===== src/rtl/sonar_sched_pkg.sv =====
// Shared types and defaults for the sonar round-robin scheduler and its arbiter.
package sonar_sched_pkg;

  localparam int unsigned DEF_FREQ        = 50_000_000;
  localparam int unsigned DEF_GAP_CYCLES  = DEF_FREQ / 50;
  localparam int unsigned DEF_ACK_CYCLES  = 16;
  localparam int unsigned DEF_DONE_CYCLES = DEF_FREQ / 40;

  // Channel index width; enough for up to 8 channels.
  localparam int CH_W = 3;

  typedef enum logic [2:0] {
    S_IDLE      = 3'd0,
    S_SELECT    = 3'd1,
    S_START     = 3'd2,
    S_WAIT_ACK  = 3'd3,
    S_WAIT_DONE = 3'd4,
    S_CAPTURE   = 3'd5,
    S_GAP       = 3'd6
  } state_t;

endpackage


===== src/rtl/rr_pick.sv =====
// Combinational circular priority search: first set mask bit strictly after
// 'last', wrapping around to index 0 (and finally 'last' itself).
module rr_pick
  import sonar_sched_pkg::*;
#(
  parameter int N = 4,
  parameter int W = CH_W
) (
  input  logic [N-1:0] mask,
  input  logic [W-1:0] last,
  output logic [W-1:0] next_idx,
  output logic         found
);

  logic [W-1:0] hi_idx, lo_idx;
  logic         hi_found, lo_found;

  // Scan downwards so the lowest qualifying index is the one that sticks.
  always_comb begin
    hi_idx   = '0;
    lo_idx   = '0;
    hi_found = 1'b0;
    lo_found = 1'b0;
    for (int j = N - 1; j >= 0; j--) begin
      if (mask[j]) begin
        if (j > int'(last)) begin
          hi_idx   = W'(j);
          hi_found = 1'b1;
        end else begin
          lo_idx   = W'(j);
          lo_found = 1'b1;
        end
      end
    end
    found    = hi_found | lo_found;
    next_idx = hi_found ? hi_idx : lo_idx;
  end

endmodule


===== src/rtl/sonar_scheduler.sv =====
// Round-robin trigger sequencer for an array of sonar drivers (one active at a time).
// Optional handshake watchdog: define SONAR_SCHED_WDOG_EN.
module sonar_scheduler
  import sonar_sched_pkg::*;
#(
  parameter int unsigned FREQ        = DEF_FREQ,
  parameter int          NUM_CH      = 4,
  parameter int unsigned GAP_CYCLES  = FREQ / 50,
  parameter int unsigned ACK_CYCLES  = DEF_ACK_CYCLES,
  parameter int unsigned DONE_CYCLES = FREQ / 40
) (
  input  logic                  clk,
  input  logic                  rst_n,
  input  logic                  enable,
  input  logic [NUM_CH-1:0]     ch_mask,
  input  logic [NUM_CH-1:0]     valid_clr,
  output logic [NUM_CH-1:0]     measure,
  input  logic [NUM_CH-1:0]     ready_in,
  input  logic [8*NUM_CH-1:0]   distance_in,
  output logic [8*NUM_CH-1:0]   dist_out,
  output logic [NUM_CH-1:0]     valid,
  output logic                  sample_stb,
  output logic [2:0]            sample_ch,
  output logic                  busy,
  output logic [NUM_CH-1:0]     err
);

  state_t          state, state_nx;
  logic [31:0]     timer;
  logic [CH_W-1:0] cur_ch, last_ch, pick_idx;
  logic            pick_found, ready_sel, tmo, capture;

  rr_pick #(.N(NUM_CH), .W(CH_W)) u_pick (
    .mask     (ch_mask),
    .last     (last_ch),
    .next_idx (pick_idx),
    .found    (pick_found)
  );

  // Only the channel in flight is observed.
  always_comb begin
    ready_sel = 1'b0;
    for (int i = 0; i < NUM_CH; i++)
      if (cur_ch == CH_W'(i)) ready_sel = ready_in[i];
  end

  assign tmo     = (timer <= 32'd1);
  assign capture = (state == S_CAPTURE);

  always_ff @(posedge clk or negedge rst_n) begin
    if (!rst_n) state <= S_IDLE;
    else        state <= state_nx;
  end

  always_comb begin
    state_nx = state;
    case (state)
      S_IDLE:      if (enable && (ch_mask != '0)) state_nx = S_SELECT;
      S_SELECT:    state_nx = pick_found ? S_START : S_IDLE;
      S_START:     state_nx = S_WAIT_ACK;
`ifdef SONAR_SCHED_WDOG_EN
      S_WAIT_ACK:  if (!ready_sel) state_nx = S_WAIT_DONE;
                   else if (tmo)   state_nx = S_GAP;
      S_WAIT_DONE: if (ready_sel)  state_nx = S_CAPTURE;
                   else if (tmo)   state_nx = S_GAP;
`else
      S_WAIT_ACK:  if (!ready_sel) state_nx = S_WAIT_DONE;
      S_WAIT_DONE: if (ready_sel)  state_nx = S_CAPTURE;
`endif
      S_CAPTURE:   state_nx = S_GAP;
      S_GAP:       if (tmo) state_nx = enable ? S_SELECT : S_IDLE;
      default:     state_nx = S_IDLE;
    endcase
  end

  always_comb begin
    measure = '0;
    for (int i = 0; i < NUM_CH; i++)
      measure[i] = (state == S_START) && (cur_ch == CH_W'(i));
    busy = (state != S_IDLE);
  end

  // Timer: GAP always; ACK/DONE only when the watchdog is built in.
  always_ff @(posedge clk or negedge rst_n) begin
    if (!rst_n) begin
      timer <= '0;
    end else begin
      case (state)
`ifdef SONAR_SCHED_WDOG_EN
        S_START:     timer <= ACK_CYCLES;
        S_WAIT_ACK:  if (!ready_sel) timer <= DONE_CYCLES;
                     else if (tmo)   timer <= GAP_CYCLES;
                     else            timer <= timer - 32'd1;
        S_WAIT_DONE: if (!ready_sel && tmo) timer <= GAP_CYCLES;
                     else if (!ready_sel)   timer <= timer - 32'd1;
`endif
        S_CAPTURE:   timer <= GAP_CYCLES;
        S_GAP:       if (!tmo) timer <= timer - 32'd1;
        default:     timer <= timer;
      endcase
    end
  end

  // last_ch advances on every entry into GAP so a timed-out channel is skipped next round.
  always_ff @(posedge clk or negedge rst_n) begin
    if (!rst_n) begin
      cur_ch     <= '0;
      last_ch    <= CH_W'(NUM_CH - 1);
      sample_stb <= 1'b0;
      sample_ch  <= '0;
      dist_out   <= '0;
      valid      <= '0;
    end else begin
      if (state == S_SELECT && pick_found) cur_ch <= pick_idx;
      if (state_nx == S_GAP && state != S_GAP) last_ch <= cur_ch;
      sample_stb <= capture;
      if (capture) sample_ch <= cur_ch;
      for (int i = 0; i < NUM_CH; i++) begin
        if (capture && cur_ch == CH_W'(i)) begin
          dist_out[8*i +: 8] <= distance_in[8*i +: 8];
          valid[i]           <= 1'b1;
        end else if (valid_clr[i]) begin
          valid[i] <= 1'b0;
        end
      end
    end
  end

`ifdef SONAR_SCHED_WDOG_EN
  logic wdog_hit;
  assign wdog_hit = ((state == S_WAIT_ACK)  &&  ready_sel && tmo) ||
                    ((state == S_WAIT_DONE) && !ready_sel && tmo);

  always_ff @(posedge clk or negedge rst_n) begin
    if (!rst_n) begin
      err <= '0;
    end else begin
      for (int i = 0; i < NUM_CH; i++) begin
        if (wdog_hit && cur_ch == CH_W'(i)) err[i] <= 1'b1;
        else if (valid_clr[i])              err[i] <= 1'b0;
      end
    end
  end
`else
  assign err = '0;
`endif

endmodule

===== config.mk =====
export PLATFORM = sky130hd
export DESIGN_NAME = sonar_scheduler
export DESIGN_NICKNAME = d
export VERILOG_FILES = /design/src/rtl/sonar_sched_pkg.sv /design/src/rtl/rr_pick.sv /design/src/rtl/sonar_scheduler.sv
export SDC_FILE = /design/constraint.sdc
export NUM_CORES = 1
export LEC_CHECK = 0
export ABC_CLOCK_PERIOD_IN_PS = 2700
export CORE_MARGIN = 2
export CORE_UTILIZATION = 41
export DETAILED_ROUTE_END_ITERATION = 7
export PLACE_DENSITY = 0.69
export SLEW_MARGIN = 30
export SYNTH_ARGS = -nofsm -noshare
export SYNTH_HDL_FRONTEND = slang
export SYNTH_SLANG_ARGS = --single-unit

===== constraint.sdc =====
create_clock -name clk -period 2.7 [get_ports clk]
set_input_delay 0.81 -clock clk [delete_from_list [all_inputs] [get_ports clk]]
set_output_delay 0.81 -clock clk [all_outputs]
set_load 0.02 [all_outputs]

==> results of run 1 <==
power by group:
part | internal [µW] | switching [µW]
sequential | 1600 | 332
combinational | 1050 | 1070
clock | 420 | 446
total | 3080 | 1850
worst paths after layout:
kind	from	slack, ns	to
worst max-delay path	state[2]	0.06	busy
worst min-delay path	rst_n	0.41	timer[10]
worst max register to register	timer[3]	0.16	timer[16]
worst min register to register	sample_ch[0]	0.48	sample_ch[0]
max in group asynchronous	rst_n	1.70	last_ch[1]
min in group clk	sample_ch[0]	0.48	sample_ch[0]
stage by stage:
| step | std cells | area, µm² |
|---|---|---|
| floorplan | 349 | 3770 |
| global placement | 541 | 4830 |
| detailed placement | 541 | 4830 |
| CTS | 556 | 5020 |
| global route | 556 | 5020 |
| finish | 556 | 5020 |
worst register-to-register path: cells and delay by family (launching register included):
kind,cells,cell delay (ns)
flops,1,0.44
simple gates,4,1.86
compound gates,1,0.13
per-layer routing:
layer	vias up	wire, µm
met2	79	4250
met4	0	111
met3	9	592
met5	-	0
met1	1532	3980
li1	1478	-
state kept, by name (all words and copies together), names as in the netlist:
| signal | count |
|---|---|
| cur_ch | 2 |
| dist_out | 32 |
| last_ch | 2 |
| sample_ch | 2 |
| sample_stb | 1 |
| state | 3 |
| timer | 32 |
| valid | 4 |
timing repair:
action | in CTS | in global routing
endpoints found under the setup margin | 2 | 2
resized for setup | 2 | 2
hold buffers | 0 | 0
cells by family (layout without fill, tap and decap cells):
| logic type | Yosys count | in the layout | synth area share (%) |
|---|---|---|---|
| fa+ha+maj | 2 | 2 | 0.667 |
| buf+inv | 35 | 134 | 4.13 |
| flops | 78 | 78 | 52.1 |
| xor+xnor | 1 | 1 | 0.233 |
| simple gates | 128 | 128 | 19.0 |
| other cells | 1 | 5 | 0.0999 |
| mux | 42 | 42 | 12.6 |
| compound gates | 58 | 58 | 11.2 |
layout make-up:
type / count / area, µm²
Clock inverter: 6 / 63.8
Fill cell: 738 / 3780
Sequential cell: 78 / 1950
Clock buffer: 9 / 124
Multi-Input combinational cell: 236 / 1660
Timing Repair Buffer: 107 / 1040
Tap cell: 108 / 135
Inverter: 12 / 45.0
cells in the final DEF (no fill, tap or decap), types with 11 or more instances in the layout:
cell,n
a21oi_1,12
buf_4,17
clkdlybuf4s50_1,85
dfrtp_1,76
inv_1,11
mux2_2,33
nand2_1,25
nor2_1,25
nor4_1,11
or3_1,12
or4_1,13
==> out/results.txt, run 1 <==
Antenna Cells = 0
Detailed Route Iter0 Violations = 107
Worst Hold Class = in2async
met1 usage = 25.0%
Final Util = 57.0%
Tcrit/Tclk final = 97.7%
post-DP HPWL = 6300 µm
top-count cell post-synth = dfrtp_1
Post-Route WL = 8930 µm
Netlist cell types = 53
# clock sinks = 78
Setup WS post-layout = 0.0611 ns
Synth Flop Type = dfrtp_1
status = finished clean
root buffer cell = clkbuf_8
Syn Std Cell Area = 3750 µm²
PwrDens = 980 nW/µm²
Synth top area share = 50.7%
Post CTS Setup Buffer Count = 0
CP peak stage delay = 0.56 ns
Synth Instances = 345
register area share after synthesis = 52.1%
Setup Slack @ Placement = 0.172 ns
depth of the worst register-to-register path = 5
met3 usage in global routing = 6.11%
clk slew on worst S/H paths = 0.08 ns
LEAKAGE = 0.00212 µW
slowest CP cell = clkdlybuf4s50_1
Final Wtd Congestion = 0.856
pin count of the biggest net entering global routing = 35
ratio of cells with drive above 1 in the final layout = 17.4%
antenna violations before repair = 0
Die Area = 9940 µm²
Via Count = 3,098
Die Ht = 99.7 µm
post-synth top area cell = dfrtp_1
final hold violation count = 0
maximum VDD drop = 0.547 mV
Hold Slack = 0.413 ns
GRT Total Usage = 19.3%
final setup fails = 0
Worst Skew = 0.0118 ns
setup TNS = 0 ns
io pins = 96
WP depth = 3
grt peak-use layer = met2
Worst Path Required = 1.89 ns
area delta synth->final = 33.8%
Crit. End Element = output port
Max Freq = 379 MHz
Worst Path Class, Setup = reg2out
Initial Utilization = 42.6%
met2 Usage GRT = 30.6%
Post-Syn Area per Cell = 10.9 µm²
CP Max Fanout = 10
Worst-Skew Late Latency = 0.35 ns
DRT Pass-1 Iters = 4
DRC = 0
Synth top cells by count = dfrtp_1, mux2_2, nand2_1, nor2_1
crit path DAT = 1.83 ns
worst path cell trace = buf_4 -> or3_1 -> clkdlybuf4s50_1
CP bufs+invs = 2
top post-synthesis cells by area = dfrtp_1, mux2_2, or4_1
yosys warns = 0
delay-heaviest family, CP = buffers and inverters
Die Wd = 99.7 µm
CTS Buf Count = 9
Slew Viols, Final = 0
first-pass GRT wire length = 15,400 µm
core area = 8810 µm²
Post-synth ARST share = 100%
Avg WL per Cell = 16.1 µm
Post-synth EDFFs = 0
CTS tree = built
Vias/cell = 5.57
GRT overflow = 0
crit start category = flip-flop
max capacitance violation total = 0
number of I/O port buffers = 90
num rows = 34
clock buffer depth = 2
Power, Total = 4920 µW
RSZ-0062 raised after global routing = no
synthesized flop and latch total = 78
number of routed nets with antenna violations = 0
Final Net Count = 493
H-tree levels = 3
vias in the first global route = 3,192
Period minus WS final = 2.64 ns
Note: power is estimated with default switching activity, not from simulation.
==> inputs of run 2 (changes only) <==
Settings changed: REMOVE_ABC_BUFFERS from default to 1.
==> run 2 against run 1 <==
Flip-flop and latch count unchanged. Setup slack improved by 0.0053 ns. Sequential power barely moved. Clock power is 11% lower. First-iteration DRC count increased by 31%. Wire length increased by 0.30%. Critical endpoint unchanged.
==> out/results.txt, run 2 (synthesis results as in run 1) <==
CTS Buf Count = 9
status = finished clean
io pins = 96
post-CTS sizing = 3
wire length on met1 = 3780 µm
Psw = 1850 µW
PwrDens = 971 nW/µm²
Die Wd = 99.7 µm
Max Freq = 380 MHz
most common cell after layout, fill and taps aside = clkdlybuf4s50_1
clock power share = 15.9%
Initial Utilization = 42.6%
Top Metal Used = met4
Final Net Count = 493
Vias/cell = 5.56
antenna violations before repair = 0
crit path DAT = 1.82 ns
Die Area = 9940 µm²
sw frac = 38.1%
H-tree levels = 3
vias in the first global route = 3,192
GRT Total Usage = 19.3%
DRC = 0
Die Ht = 99.7 µm
Comb power frac = 44.0%
DRT Pass-1 Iters = 4
Post CTS Setup Buffer Count = 0
Period minus WS final = 2.63 ns
Flop pwr share = 40.0%
Slew Viols, Final = 0
first-pass GRT wire length = 15,300 µm
final hold violation count = 0
crit start category = flip-flop
area delta synth->final = 33.2%
clock buffer depth = 2
num rows = 34
core area = 8810 µm²
root buffer cell = clkbuf_8
Hold Slack = 0.389 ns
max capacitance violation total = 0
Post-Route WL = 8960 µm
clk slew on worst S/H paths = 0.08 ns
Antenna Cells = 0
commonest non-fill, non-tap cells in the layout = clkdlybuf4s50_1, dfrtp_1, mux2_2
RSZ-0062 raised after global routing = no
r2r setup slk = 0.17 ns
Tcrit/Tclk final = 97.5%
Crit. End Element = output port
Pint = 3000 µW
CP Max Fanout = 10
GRT overflow = 0
maximum VDD drop = 0.562 mV
post-DP HPWL = 6510 µm
number of I/O port buffers = 90
ratio of cells with drive above 1 in the final layout = 17.4%
Worst Path Required = 1.89 ns
Worst Hold Class = in2async
Avg WL per Cell = 16.1 µm
setup TNS = 0 ns
Detailed Route Iter0 Violations = 140
CTS tree = built
# clock sinks = 78
pin count of the biggest net entering global routing = 49
Worst-Skew Late Latency = 0.35 ns
CTS Hold Bufs = 0
Met3 Wirelength = 949 µm
final setup fails = 0
Via Count = 3,095
Worst Path Class, Setup = reg2out
number of routed nets with antenna violations = 0
LEAKAGE = 0.00210 µW
met2 wire len = 4090 µm
Final Wtd Congestion = 0.851
largest registers = dist_out (32), timer (32), valid (4)
Worst Skew = 0.0112 ns
run 2: per-layer routing:
metal | GRT usage, % | vias up
met2 | 29.5 | 101
li1 | - | 1468
met5 | 0 | -
met4 | 6.85 | 0
met3 | 9.21 | 12
met1 | 24.1 | 1514
run 2: layout make-up:
cell class	instances	area, µm²
Multi-Input combinational cell	236	1660
Sequential cell	78	1950
Clock buffer	10	128
Tap cell	108	135
Timing Repair Buffer	107	1040
Fill cell	772	3810
Clock inverter	6	40.0
Inverter	12	45.0
run 2: critical path, cell delays in order (launching register included):
cell,delay [ns]
dfrtp_1,0.38
buf_4,0.17
or3_1,0.36
clkdlybuf4s50_1,0.58
run 2: path summary, 6_finish.rpt:
kind / endpoint / from / cells past startpoint
worst min-delay path: timer[15] / rst_n / 1
worst min register to register: timer[22] / timer[22] / 1
worst max register to register: timer[16] / timer[3] / 5
worst max-delay path: busy / state[2] / 3
max in group asynchronous: last_ch[1] / rst_n / 2
min in group clk: timer[22] / timer[22] / 1
run 2: power groups by stage:
stage / logic (µW) / registers [µW] / clock network (µW)
after floorplan: 873 / 2230 / 0
after global placement: 2130 / 1940 / 0
after detailed placement: 2160 / 1960 / 0
after CTS: 2160 / 1940 / 804
after global routing: 2330 / 2020 / 844
final: 2140 / 1940 / 774
run 2: stage by stage:
| stage | instances | total power, µW | setup slack, ns | area (µm²) | util [%] |
|---|---|---|---|---|---|
| after floorplan | 326 | 3100 | 0.0902 | 3660 | - |
| final | 557 | 4860 | 0.0664 | 5000 | 56.8 |
| after CTS | 557 | 4910 | 0.0122 | 5000 | 56.7 |
| after global routing | 557 | 5190 | 0.00833 | 5000 | 56.8 |
| after global placement | 541 | 4060 | 0.214 | 4830 | 54.9 |
| after detailed placement | 541 | 4120 | 0.151 | 4830 | 54.9 |
